File: src/rtl/query_buf_pkg.sv
// query_buf_pkg: shared query row buffer geometry and reader FSM states.
package query_buf_pkg;
  localparam int DATA_WIDTH = 55;
  localparam int ADDR_WIDTH = 7;
  localparam int DEPTH      = 128;
  typedef enum logic [1:0] {IDLE, RUN, FINISH} state_e;
endpackage

File: src/rtl/fifo2_stream.sv
// fifo2_stream: 2-entry valid/ready FIFO with registered head and occupancy output.
module fifo2_stream #(
  parameter int WIDTH = 8
) (
  input  logic             clk,
  input  logic             rst_n,
  input  logic             push,
  input  logic [WIDTH-1:0] in_data,
  output logic             out_valid,
  input  logic             out_ready,
  output logic [WIDTH-1:0] out_data,
  output logic [1:0]       occ
);
  logic [WIDTH-1:0] head_q, head_d, tail_q, tail_d;
  logic [1:0] occ_q, occ_d;
  logic pop;
  always_comb begin
    out_valid = occ_q != 2'd0;
    out_data  = head_q;
    occ       = occ_q;
    pop       = out_valid && out_ready;
    head_d    = pop ? (occ_q == 2'd2 ? tail_q : (push ? in_data : head_q))
                    : (push && occ_q == 2'd0 ? in_data : head_q);
    tail_d    = (push && (pop ? occ_q == 2'd2 : occ_q == 2'd1)) ? in_data : tail_q;
    occ_d     = occ_q + 2'(push) - 2'(pop);
  end
  always_ff @(posedge clk or negedge rst_n) begin
    if (!rst_n) begin
      head_q <= '0;
      tail_q <= '0;
      occ_q  <= '0;
    end else begin
      head_q <= head_d;
      tail_q <= tail_d;
      occ_q  <= occ_d;
    end
  end
endmodule

File: src/rtl/query_row_reader.sv
// query_row_reader: streams one row of query patches from the buffer SRAM over valid/ready.
module query_row_reader import query_buf_pkg::*; #(
  parameter int DATA_WIDTH = query_buf_pkg::DATA_WIDTH,
  parameter int ADDR_WIDTH = query_buf_pkg::ADDR_WIDTH,
  parameter int DEPTH      = query_buf_pkg::DEPTH
) (
  input  logic                  clk,
  input  logic                  rst_n,
  input  logic                  start,
  input  logic [ADDR_WIDTH:0]   num_patches,
  output logic                  ren,
  output logic [ADDR_WIDTH-1:0] radr,
  input  logic [DATA_WIDTH-1:0] rdata,
  output logic                  out_valid,
  input  logic                  out_ready,
  output logic [DATA_WIDTH-1:0] out_data,
  output logic [ADDR_WIDTH-1:0] out_idx,
  output logic                  out_last,
  output logic                  busy,
  output logic                  done
);
  localparam int FW = DATA_WIDTH + ADDR_WIDTH + 1;
  localparam logic [ADDR_WIDTH:0] MAX_CNT = (ADDR_WIDTH+1)'(DEPTH);
  state_e state_q, state_d;
  logic [ADDR_WIDTH:0] cnt_q, cnt_d, rd_ptr_q, rd_ptr_d, req_cnt;
  logic [ADDR_WIDTH-1:0] idx_q, idx_d;
  logic inflight_q, inflight_d, pop, accept, in_last;
  logic [1:0] occ;
  logic [FW-1:0] fifo_out;
  always_comb begin
    pop        = out_valid && out_ready;
    accept     = state_q == IDLE && start;
    req_cnt    = num_patches > MAX_CNT ? MAX_CNT : num_patches;
    // Issue only while the FIFO can absorb this read once it lands.
    ren        = state_q == RUN && rd_ptr_q < cnt_q
                 && (3'(occ) + 3'(inflight_q) - 3'(pop)) < 3'd2;
    radr       = ren ? rd_ptr_q[ADDR_WIDTH-1:0] : '0;
    inflight_d = ren;
    idx_d      = ren ? radr : idx_q;
    rd_ptr_d   = accept ? '0 : rd_ptr_q + (ADDR_WIDTH+1)'(ren);
    cnt_d      = accept ? req_cnt : cnt_q;
    in_last    = {1'b0, idx_q} == cnt_q - (ADDR_WIDTH+1)'(1);
    state_d    = state_q == IDLE ? (accept ? (req_cnt == '0 ? FINISH : RUN) : IDLE)
               : state_q == RUN  ? (pop && out_last ? FINISH : RUN)
               : IDLE;
    {out_last, out_idx, out_data} = fifo_out;
    busy       = state_q != IDLE;
    done       = state_q == FINISH;
  end
  always_ff @(posedge clk or negedge rst_n) begin
    if (!rst_n) begin
      state_q    <= IDLE;
      cnt_q      <= '0;
      rd_ptr_q   <= '0;
      idx_q      <= '0;
      inflight_q <= 1'b0;
    end else begin
      state_q    <= state_d;
      cnt_q      <= cnt_d;
      rd_ptr_q   <= rd_ptr_d;
      idx_q      <= idx_d;
      inflight_q <= inflight_d;
    end
  end
  fifo2_stream #(.WIDTH(FW)) u_fifo (
    .clk       (clk),
    .rst_n     (rst_n),
    .push      (inflight_q),
    .in_data   ({in_last, idx_q, rdata}),
    .out_valid (out_valid),
    .out_ready (out_ready),
    .out_data  (fifo_out),
    .occ       (occ)
  );
endmodule

File: config.mk
export PLATFORM = sky130hd
export DESIGN_NAME = query_row_reader
export DESIGN_NICKNAME = d
export VERILOG_FILES = /design/src/rtl/query_buf_pkg.sv /design/src/rtl/fifo2_stream.sv /design/src/rtl/query_row_reader.sv
export SDC_FILE = /design/constraint.sdc
export NUM_CORES = 1
export LEC_CHECK = 0
export CAP_MARGIN = 20
export CORE_MARGIN = 5
export CORE_UTILIZATION = 27
export DETAILED_ROUTE_END_ITERATION = 10
export DONT_BUFFER_PORTS = 1
export PLACE_DENSITY_LB_ADDON = 0.1
export SETUP_SLACK_MARGIN = 0.4
export SLEW_MARGIN = 0
export SYNTH_ARGS = -nofsm -noshare
export SYNTH_HDL_FRONTEND = slang
export SYNTH_HIERARCHICAL = 1
export SYNTH_SLANG_ARGS = --single-unit
export TNS_END_PERCENT = 100
File: constraint.sdc
create_clock -name clk -period 10.25 [get_ports clk]
set_clock_uncertainty 0.2 [all_clocks]
set_input_delay 2.05 -clock clk [delete_from_list [all_inputs] [get_ports clk]]
set_output_delay 2.05 -clock clk [all_outputs]
set_load 0.01 [all_outputs]
==> results.ini <==
[status]
result_of_the_run = complete, no violations

[sta]
timing.final.max_slew_violations = 0
fin_hold_ws_ns = 0.288
tightestPinTransition_ns = 1.04
final.min_clock_period_ns = 6.70
timing.max_slew.rel_slack_pct = 30.9
final-setup-viol-count = 0
fmaxAchievable_mhz = 149
timing.final.crit_share_pct = 65.4
fin_setup_tns_ns = 0
hold_viol = 0
rsz0062_at_grt = no

[clock_network]
cts_root_buf = sky130_fd_sc_hd__clkbuf_16
clock_tree.htree_level_count = 4
clk-insertion-delay-late_ns = 0.42
clock_sink_count = 154
clk_pin_slew_worst_paths_ns = 0.07
cts_inserted_buffers = 17
cts-resized-gates = 0
tritoncts = yes
clockBufferDepth = 2
postCtsSetupBuffers = 0
cts.hold.buffers_added = 0

[finish]
synth_to_final_area_change_pct = 12.2
post_route_cells_drive_above_1_share_pct = 44.8
num-fill-cells = 2672
layout.area.seq_sq_um = 3850
num_antenna_cells = 0
final_nets = 589
utilization_pct = 30.9
multi_input_comb_area_sq_um = 3120

[floorplanning]
io-pin-count = 141
die_h_microns = 173
die_area_sq_um = 30000
die_outline_width_microns = 173
rows = 59
placeable_core_region_sq_um = 26100
starting_density_pct = 27.5

[synth]
yosys.area_share.simple_pct = 5.13
syn_area_per_cell_sq_um = 14.1
synth-compound-area-share_pct = 2.77
synth.top_cells.by_area = sky130_fd_sc_hd__dfrtp_1 (54%), sky130_fd_sc_hd__mux2_2 (28%), sky130_fd_sc_hd__ha_1 (2.1%)
seq_area_frac_synth_pct = 53.6
post_synth_num_cell_types = 41
synth_top_family_by_area = multiplexers
synth_top_area_cell = sky130_fd_sc_hd__dfrtp_1
mappedNetlistNets = 589
synth_largest_type_area_fraction_pct = 53.6
post_synth_instance_area_sq_um = 7190
synth.mux.area_fraction_pct = 30.8
synth_adder_area_share_pct = 2.37
yosysWarningCount = 6
ys_seq_elements = 154
synthesized_instance_count = 509
synthXorXnorAreaFrac_pct = 2.19

[route]
via_total_after_detailed_routing = 3965
drt.antenna.violating_nets = 0
avgViaCountPerCell = 4.63
drt-wirelength-per-cell_microns = 19.0
drt-pass1-iter-count = 4
initialDrtViolationCount = 112
route.detailed.drc = 0
drt_wl_total_microns = 16300

[worst_setup_path]
worstSetupEndpointType = primary output
worst_ep_arrival_time_ns = 4.45
critical_path_required_ns = 8.00
element_type_at_the_critical_path_start = input pin
worst-r2r-cell-count = 13
r2r_end = rd_ptr_q[6]
r2r_start = u_fifo/occ[1]
critical_path_peak_fanout = 16
timing.critical_path.from = out_ready
reg2reg_slack_ns = 6.05
critical_path.endpoint = radr[0]
worst-setup-path-type = input pin to primary output

[power]
worst_ir_drop_vdd_mv = 0.112
power_leakage_nw = 3.38
powerDensity_nw_per_um2 = 318

[hold_path]
type_of_the_tightest_min_delay_check = flop to flop

[place]
placement.io_buffers = 0
gp_congestion = 0.730
detailed_place_hpwl_microns = 10100

[grt]
grt-ovfl-total = 0
global_route_wire_length_before_repair_microns = 26300
first_global_vias = 4419
grt_antenna_before_repair = 1
grt_max_degree = 155
grt_use_total_pct = 11.1

[job]
max-cap-violations = 0

==> through the flow <==
| stage | power, mW | std cells | setup WS [ns] | area (sq um) |
|---|---|---|---|---|
| after global routing | 2.76 | 857 | 3.36 | 8070 |
| after detailed placement | 1.96 | 825 | 3.56 | 7470 |
| after global placement | 1.93 | 825 | 3.54 | 7470 |
| final | 2.57 | 857 | 3.55 | 8070 |
| after floorplan | 1.78 | 509 | 3.99 | 7190 |
| after CTS | 2.63 | 857 | 3.52 | 8070 |
==> routing by layer <==
| layer | part of all wire (%) | up-vias | wire length, microns | track usage, % |
|---|---|---|---|---|
| met5 | 0.080 | - | 13 | 0 |
| met4 | 1.4 | 2 | 224 | 3.62 |
| li1 | - | 1805 | - | - |
| met2 | 48 | 98 | 7860 | 18.1 |
| met1 | 43 | 2041 | 6920 | 13.3 |
| met3 | 7.7 | 19 | 1260 | 4.67 |
==> layout by cell type, fill, tap and decap left out, types with 2 or more instances in the layout <==
| master | instances |
|---|---|
| sky130_fd_sc_hd__mux2_4 | 3 |
| sky130_fd_sc_hd__mux2_2 | 181 |
| sky130_fd_sc_hd__xnor2_1 | 14 |
| sky130_fd_sc_hd__a21oi_1 | 5 |
| sky130_fd_sc_hd__o21ai_0 | 13 |
| sky130_fd_sc_hd__mux2_1 | 10 |
| sky130_fd_sc_hd__nand2_1 | 8 |
| sky130_fd_sc_hd__nor4_1 | 4 |
| sky130_fd_sc_hd__nand3b_1 | 7 |
| sky130_fd_sc_hd__mux2i_1 | 2 |
| sky130_fd_sc_hd__nand3_1 | 8 |
| sky130_fd_sc_hd__xor2_1 | 4 |
| sky130_fd_sc_hd__buf_4 | 3 |
| sky130_fd_sc_hd__dfrtp_1 | 154 |
| sky130_fd_sc_hd__clkinv_4 | 2 |
| sky130_fd_sc_hd__nor2_1 | 10 |
| sky130_fd_sc_hd__nand2b_1 | 4 |
| sky130_fd_sc_hd__inv_6 | 5 |
| sky130_fd_sc_hd__nor3b_1 | 3 |
| sky130_fd_sc_hd__and2_2 | 6 |
| sky130_fd_sc_hd__bufinv_16 | 2 |
| sky130_fd_sc_hd__or2_2 | 2 |
| sky130_fd_sc_hd__nor2b_1 | 4 |
| sky130_fd_sc_hd__and3_1 | 2 |
| sky130_fd_sc_hd__ha_1 | 12 |
| sky130_fd_sc_hd__inv_1 | 14 |
| sky130_fd_sc_hd__clkbuf_16 | 17 |
| sky130_fd_sc_hd__o21ai_4 | 2 |
| sky130_fd_sc_hd__clkinvlp_4 | 3 |
==> worst min-delay path by stage <==
stage                   endpoint  slack [ns]              start  cells past startpoint
6_report       u_fifo/tail_q[56]        0.29  u_fifo/tail_q[56]                      1
5_1_grt        u_fifo/tail_q[40]        0.31  u_fifo/tail_q[40]                      1
4_1_cts        u_fifo/tail_q[56]        0.29  u_fifo/tail_q[56]                      1
3_5_place_dp   u_fifo/tail_q[56]        0.28  u_fifo/tail_q[56]                      1
3_3_place_gp   u_fifo/tail_q[11]        0.27  u_fifo/tail_q[11]                      1
2_1_floorplan         state_q[1]        0.25         state_q[1]                      1
==> cell usage after synthesis (all sizes together) <==
library cell	instances
or2	2
nand2b	4
nor2	10
and2	8
ha	12
clkbuf	2
o211ai	1
inv	14
a211o	1
nand2	8
a211oi	1
dfrtp	154
nor3	2
buf	20
xor2	4
nor3b	3
nand3b	7
o21ai	16
a21oi	6
or4	1
a22oi	1
nor4	4
xnor2	14
nor2b	4
mux2	194
mux2i	2
a2111oi	1
nand4	1
a221oi	1
fa	1
nand3	8
and3	2
==> area by class of cell <==
type | instances | share of cell area (%)
Inverter | 14 | 0.651
Sequential cell | 154 | 47.8
Tap cell | 335 | 5.19
Multi-Input combinational cell | 319 | 38.7
Timing Repair Buffer | 3 | 0.279
Clock buffer | 18 | 5.44
Clock inverter | 14 | 1.98
==> logic make-up after synthesis <==
kind of cell             after synthesis
AO/OA/AOI/OAI                         28
XOR/XNOR                              18
adder cells (fa/ha/maj)               13
buffers and inverters                 36
flip-flops                           154
multiplexers                         196
AND/OR/NAND/NOR                       64
==> critical path, cell delays in order <==
cell                       delay [ns]
sky130_fd_sc_hd__and2_1          0.14
sky130_fd_sc_hd__ha_1            0.27
sky130_fd_sc_hd__nand2b_1        0.15
sky130_fd_sc_hd__fa_1            0.38
sky130_fd_sc_hd__xnor2_1         0.16
sky130_fd_sc_hd__nand4_1         0.17
sky130_fd_sc_hd__a221oi_4        0.69
sky130_fd_sc_hd__ha_1            0.43
==> report_power, final <==
part	switching, mW	internal, mW
sequential	0.254	0.883
combinational	0.333	0.451
clock	0.275	0.371
==> state kept, by name, summed over array words and instances (netlist names) <==
signal           flops
u_fifo/tail_q       63
u_fifo/out_data     63
inflight_q           1
state_q              2
idx_q                7
cnt_q                8
rd_ptr_q             8
u_fifo/occ           2
Note: power is estimated with default switching activity, not from simulation.
